==> src/rtl/autobaud_ctrl_pkg.sv <==
// Shared types and constants for the auto-baud calibration controller.
package autobaud_ctrl_pkg;

  typedef enum logic [2:0] {
    StIdle,
    StWaitHigh,
    StArmed,
    StMeasure,
    StCheck,
    StApply,
    StErr
  } ab_state_e;

  localparam logic [1:0] ERR_NONE     = 2'd0;
  localparam logic [1:0] ERR_SHORT    = 2'd1;
  localparam logic [1:0] ERR_TIMEOUT  = 2'd2;
  localparam logic [1:0] ERR_MISMATCH = 2'd3;

  // Shift that divides the 8-bit-period total by 8*oversample.
  function automatic int unsigned round_shift(input int unsigned oversample);
    return $clog2(8 * oversample);
  endfunction

endpackage

==> src/rtl/autobaud_ctrl_rx_edge_sync.sv <==
// Two-flop synchroniser for an asynchronous serial line plus a falling-edge pulse.
module rx_edge_sync (
  input  logic clk_i,
  input  logic rst_ni,
  input  logic rx_i,
  output logic rx_s_o,
  output logic fall_o
);

  logic meta_q, rx_s0_q, rx_s1_q;

  // Sync chain resets high (idle line) so reset release cannot fake an edge.
  always_ff @(posedge clk_i or negedge rst_ni) begin
    if (!rst_ni) begin
      meta_q  <= 1'b1;
      rx_s0_q <= 1'b1;
      rx_s1_q <= 1'b1;
    end else begin
      meta_q  <= rx_i;
      rx_s0_q <= meta_q;
      rx_s1_q <= rx_s0_q;
    end
  end

  assign rx_s_o = rx_s0_q;
  assign fall_o = rx_s1_q & ~rx_s0_q;

endmodule

==> src/rtl/autobaud_ctrl.sv <==
// Measures a 0x55 calibration character and loads the rounded baud divisor.
module autobaud_ctrl
  import autobaud_ctrl_pkg::*;
#(
  parameter int unsigned OVERSAMPLE = 16,
  parameter int unsigned CNT_W      = 24,
  parameter int unsigned MIN_BIT    = 16,
  parameter int unsigned DEFAULT_M  = 166
) (
  input  logic        clk,
  input  logic        reset,
  input  logic        rx,
  input  logic        start,
  input  logic        abort,
  output logic        set_m,
  output logic [31:0] m,
  output logic        busy,
  output logic        locked,
  output logic [1:0]  err
);

  localparam int unsigned NW    = CNT_W + 2;
  localparam int unsigned RW    = CNT_W + 3;
  localparam int unsigned Shift = round_shift(OVERSAMPLE);
  localparam logic [NW-1:0] MinN     = NW'(8 * MIN_BIT);
  localparam logic [RW-1:0] RoundAdd = RW'(4 * OVERSAMPLE);

  ab_state_e                 state_q, state_d;
  logic [CNT_W-1:0]          cnt_q, cnt_d;
  logic [1:0]                idx_q, idx_d;
  logic [NW-1:0]             n_q, n_d;
  logic [3:0][CNT_W-1:0]     d_q, d_d;
  logic [31:0]               m_q, m_d;
  logic [1:0]                err_q, err_d;
  logic                      locked_q, locked_d;

  logic                      rx_s, rx_fall;
  logic [CNT_W-1:0]          interval;
  logic [RW-1:0]             n_round;
  logic [31:0]               m_new;
  logic                      mismatch;

  rx_edge_sync u_rx_edge_sync (
    .clk_i  (clk),
    .rst_ni (reset),
    .rx_i   (rx),
    .rx_s_o (rx_s),
    .fall_o (rx_fall)
  );

  function automatic logic [CNT_W-1:0] abs_diff(input logic [CNT_W-1:0] a,
                                                input logic [CNT_W-1:0] b);
    return (a >= b) ? (a - b) : (b - a);
  endfunction

  // Interval consistency check and rounded divisor, both consumed in StCheck.
  always_comb begin
    mismatch = 1'b0;
    for (int i = 1; i < 4; i++) begin
      if (abs_diff(d_q[i], d_q[0]) > (d_q[0] >> 3)) mismatch = 1'b1;
    end
    interval = cnt_q + CNT_W'(1);
    n_round  = {1'b0, n_q} + RoundAdd;
    m_new    = 32'(n_round >> Shift) - 32'd1;
  end

  // Next-state and datapath updates.
  always_comb begin
    state_d  = state_q;
    cnt_d    = cnt_q;
    idx_d    = idx_q;
    n_d      = n_q;
    d_d      = d_q;
    m_d      = m_q;
    err_d    = err_q;
    locked_d = locked_q;

    unique case (state_q)
      StIdle: begin
        if (start && !abort) begin
          state_d  = StWaitHigh;
          err_d    = ERR_NONE;
          locked_d = 1'b0;
        end
      end
      StWaitHigh: if (rx_s) state_d = StArmed;
      StArmed: begin
        if (rx_fall) begin
          state_d = StMeasure;
          cnt_d   = '0;
          idx_d   = '0;
          n_d     = '0;
        end
      end
      StMeasure: begin
        // Saturation beats a coincident edge.
        if (cnt_q == '1) begin
          state_d = StErr;
          err_d   = ERR_TIMEOUT;
        end else if (rx_fall) begin
          d_d[idx_q] = interval;
          n_d        = n_q + NW'(interval);
          cnt_d      = '0;
          idx_d      = idx_q + 2'd1;
          if (idx_q == 2'd3) state_d = StCheck;
        end else begin
          cnt_d = interval;
        end
      end
      StCheck: begin
        if (n_q < MinN) begin
          state_d = StErr;
          err_d   = ERR_SHORT;
        end else if (mismatch) begin
          state_d = StErr;
          err_d   = ERR_MISMATCH;
        end else begin
          state_d = StApply;
          m_d     = m_new;
        end
      end
      StApply: begin
        state_d  = StIdle;
        locked_d = 1'b1;
      end
      StErr:   state_d = StIdle;
      default: state_d = StIdle;
    endcase

    if (abort && (state_q != StIdle)) begin
      state_d  = StIdle;
      m_d      = m_q;
      err_d    = ERR_NONE;
      locked_d = 1'b0;
    end
  end

  // State and datapath registers.
  always_ff @(posedge clk or negedge reset) begin
    if (!reset) begin
      state_q  <= StIdle;
      cnt_q    <= '0;
      idx_q    <= '0;
      n_q      <= '0;
      d_q      <= '0;
      m_q      <= 32'(DEFAULT_M);
      err_q    <= ERR_NONE;
      locked_q <= 1'b0;
    end else begin
      state_q  <= state_d;
      cnt_q    <= cnt_d;
      idx_q    <= idx_d;
      n_q      <= n_d;
      d_q      <= d_d;
      m_q      <= m_d;
      err_q    <= err_d;
      locked_q <= locked_d;
    end
  end

  assign set_m  = (state_q == StApply);
  assign busy   = (state_q != StIdle) && (state_q != StErr);
  assign m      = m_q;
  assign err    = err_q;
  assign locked = locked_q;

endmodule

==> config.mk <==
export PLATFORM = sky130hd
export DESIGN_NAME = autobaud_ctrl
export DESIGN_NICKNAME = d
export VERILOG_FILES = /design/src/rtl/autobaud_ctrl_pkg.sv /design/src/rtl/autobaud_ctrl_rx_edge_sync.sv /design/src/rtl/autobaud_ctrl.sv
export SDC_FILE = /design/constraint.sdc
export NUM_CORES = 1
export LEC_CHECK = 0
export CAP_MARGIN = 20
export CELL_PAD_IN_SITES_DETAIL_PLACEMENT = 0
export CELL_PAD_IN_SITES_GLOBAL_PLACEMENT = 1
export CORE_ASPECT_RATIO = 0.7
export CORE_MARGIN = 2
export CORE_UTILIZATION = 35
export DETAILED_ROUTE_END_ITERATION = 12
export DONT_BUFFER_PORTS = 1
export PLACE_DENSITY_LB_ADDON = 0.1
export SYNTH_ARGS = -nofsm -noshare
export SYNTH_HDL_FRONTEND = slang
export SYNTH_SLANG_ARGS = --single-unit
==> constraint.sdc <==
create_clock -name clk -period 6.2 [get_ports clk]
set_input_delay 0.93 -clock clk [delete_from_list [all_inputs] [get_ports clk]]
set_output_delay 0.93 -clock clk [all_outputs]
set_load 0.005 [all_outputs]
==> flow_summary.toml <==
[finish]
fin_cells = 3056
nets = 2616
area_delta_synth_final_pct = 16.38
final_common_cell = "buf_4"
n_antenna_cell = 0
drive_gt1_share_pct = 15.79
final_cell_mix = "buf_4 (241), nand2_1 (237), ha_1 (234), a21oi_1 (224), o21ai_0 (212)"

[setup_path]
worst_setup_path_start_kind = "flip-flop"
required_ps = 6550
cp-end-kind = "flip-flop"
crit_type = "flip-flop to flip-flop"
path_max_fanout = 5
slowest_delay_ps = 400
slowest_stage = "mux2_2"
cpMostUsedCell = "buf_4"
critPathBufInv = 7
cp_top_family = "compound AO/OA/AOI/OAI gates"
worstPathArrival_ps = 6410

[global_route]
grt_overflow = 0
grt_max_degree = 179
antenna_found_initial = 0
grt_pass1_wl_um = 99690
grt_usage_pct = 25.19
grt_pass1_vias = 15440

[job]
maxCapViolCount = 0

[logic_synthesis]
synthAdderAreaFrac_pct = 17.24
synth_compound_area_share_pct = 23.80
yosysWarnings = 0
synthXorXnorAreaFrac_pct = 6.910
synthTopCellsByArea = "dfrtp_1 (24%), ha_1 (16%), a21oi_1 (6.4%), o21ai_0 (6.2%), nand2_1 (5.0%)"
yosysTopAreaCell = "dfrtp_1"
synth_fp_nets = 2474
yosys.area_share.simple_pct = 16.07
ys_seq_area_share_pct = 24.97
ys_dominant_reg_cell = "dfrtp_1"
syn_area_per_cell_um2 = 8.025
mappedNetlistArea_um2 = 17870
synth-async-reset-ratio_pct = 100.0
syn_inst = 2227
synthDistinctLibCells = 80
synth_edf_count = 0
ys_ff_latch = 178
synth_top_family_by_area = "compound AO/OA/AOI/OAI gates"
synth_top_area_share_pct = 23.94
synth.area.mux_share_pct = 4.313

[drt]
dr.pass1.iters = 5
drc = 0
antenna_left = 0
vias_per_cell = 5.464
post_drt_wl_per_cell_um = 21.78
vias = 16700
first_iter_violations = 1457
wl_um = 66560

[die]
core_area_um2 = 50590
dieWidth_um = 274.1
dieArea_um2 = 52910
io_pins = 42
row_count = 69
fp.dieH_um = 193.1
initial_core_util_pct = 35.33

[timing]
rsz0062_at_grt = "true"
setup_slack_ps = 144.3
clock_skew_ps = 16.21
finalHoldViolations = 0
setup_viol = 0
tightest_slew_ps = 1066
holdWs_ps = 150.6
slew_viol_final = 0
fin_crit_ps = 6056
tns_ps = 0
maxSlewHeadroom_pct = 28.41
min_period_over_period_pct = 97.67
max_freq_mhz = 165.1

[clock_network]
numCtsBuffers = 17
cts.htree.levels = 4
cts-root-buf = "clkbuf_16"
clk_pin_slew_ps = 80
cts.sinks = 178
clock_latency_ps = 470
cts_hold_buf = 0
cts_buffer_depth = 2
cts_tree = "yes"

[placed_design]
placed_cells = 3010
gp_congestion = 0.9458
hpwl_um = 53890
place_ws_ps = -171.0
io_buffers = 0

[pwr]
vdd_drop_max_mv = 0.1968
power.total_mw = 5.420
p_leak_nw = 10.21
p_per_area_nw_per_um2 = 260.6

[hold_path]
hold_class = "primary input to asynchronous set/reset pin"

[status]
status = "finished clean"
## metrics by stage
stage,instance area (µm²),utilization (%)
4_1_cts,20510,40.55
2_1_floorplan,17870,-
3_5_place_dp,19880,39.29
5_1_grt,20800,41.11
6_report,20800,41.11
3_3_place_gp,19880,39.29
## routing by layer
layer | share of wire (%) | global-route usage (%)
met1 | 55 | 41.50
met4 | 1.3 | 4.912
met5 | 0 | 0
met2 | 36 | 31.62
met3 | 7.6 | 6.068
## what timing repair did
item / CTS / global route
hold endpoints to repair: 0 / 0
setup endpoints to repair: 22 / 25
buffers inserted: 5 / 5
pin swaps: 3 / 16
gates resized for setup: 7 / 46
cloned: 0 / 3
## state kept, by name, summed over array words and instances (netlist names)
| name | cells |
|---|---|
| d_q | 96 |
| locked | 1 |
| u_rx_edge_sync.rx_s1_q | 1 |
| u_rx_edge_sync.meta_q | 1 |
| state_q | 3 |
| cnt_q | 24 |
| m | 21 |
| idx_q | 2 |
| u_rx_edge_sync.rx_s_o | 1 |
| n_q | 26 |
| err | 2 |
## logic make-up (layout without fill, tap and decap cells)
kind of cell    count (synthesis)  count (layout)
compound gates                702             702
simple gates                  618             618
buf+inv                       280             435
fa+ha+maj                     242             242
flops                         178             178
xor+xnor                      141             141
mux                            66              66
## cell usage after synthesis (all sizes together), types with 31 or more instances
cell      n
a21oi   235
o21ai   225
a21o     55
nor2    128
dfrtp   171
nand4    40
inv     154
buf      47
nand2   238
xor2     71
clkbuf   79
ha      235
mux2     31
nor3     35
xnor2    70
mux2i    35
nand3    71
## worst paths after layout
kind / startpoint / to / slack (ps) / depth (start not counted)
hold / removal: reset / d_q[47] / 150 / 0
max in group asynchronous: reset / m[1] / 5590 / 0
setup reg to reg: d_q[1] / m[10] / 140 / 28
hold reg to reg: u_rx_edge_sync.meta_q / u_rx_edge_sync.rx_s_o / 360 / 0
setup / recovery: d_q[1] / m[10] / 140 / 28
min in group clk: u_rx_edge_sync.meta_q / u_rx_edge_sync.rx_s_o / 360 / 0
## report_power, final
part           leakage, nW  internal [mW]  switching [mW]
Clock                0.270          0.573           0.547
Sequential            2.46           1.19          0.0465
Combinational         7.48           1.35            1.72
Total                 10.2           3.11            2.31
## area by class of cell
class	instances	area, µm²
Clock inverter	12	121.4
Inverter	154	578.1
Clock buffer	20	446.7
Multi-Input combinational cell	1769	12410
Timing Repair Buffer	249	1937
Fill cell	5268	29790
Tap cell	674	843.3
Sequential cell	178	4463
(Power assumes the default switching activity.)
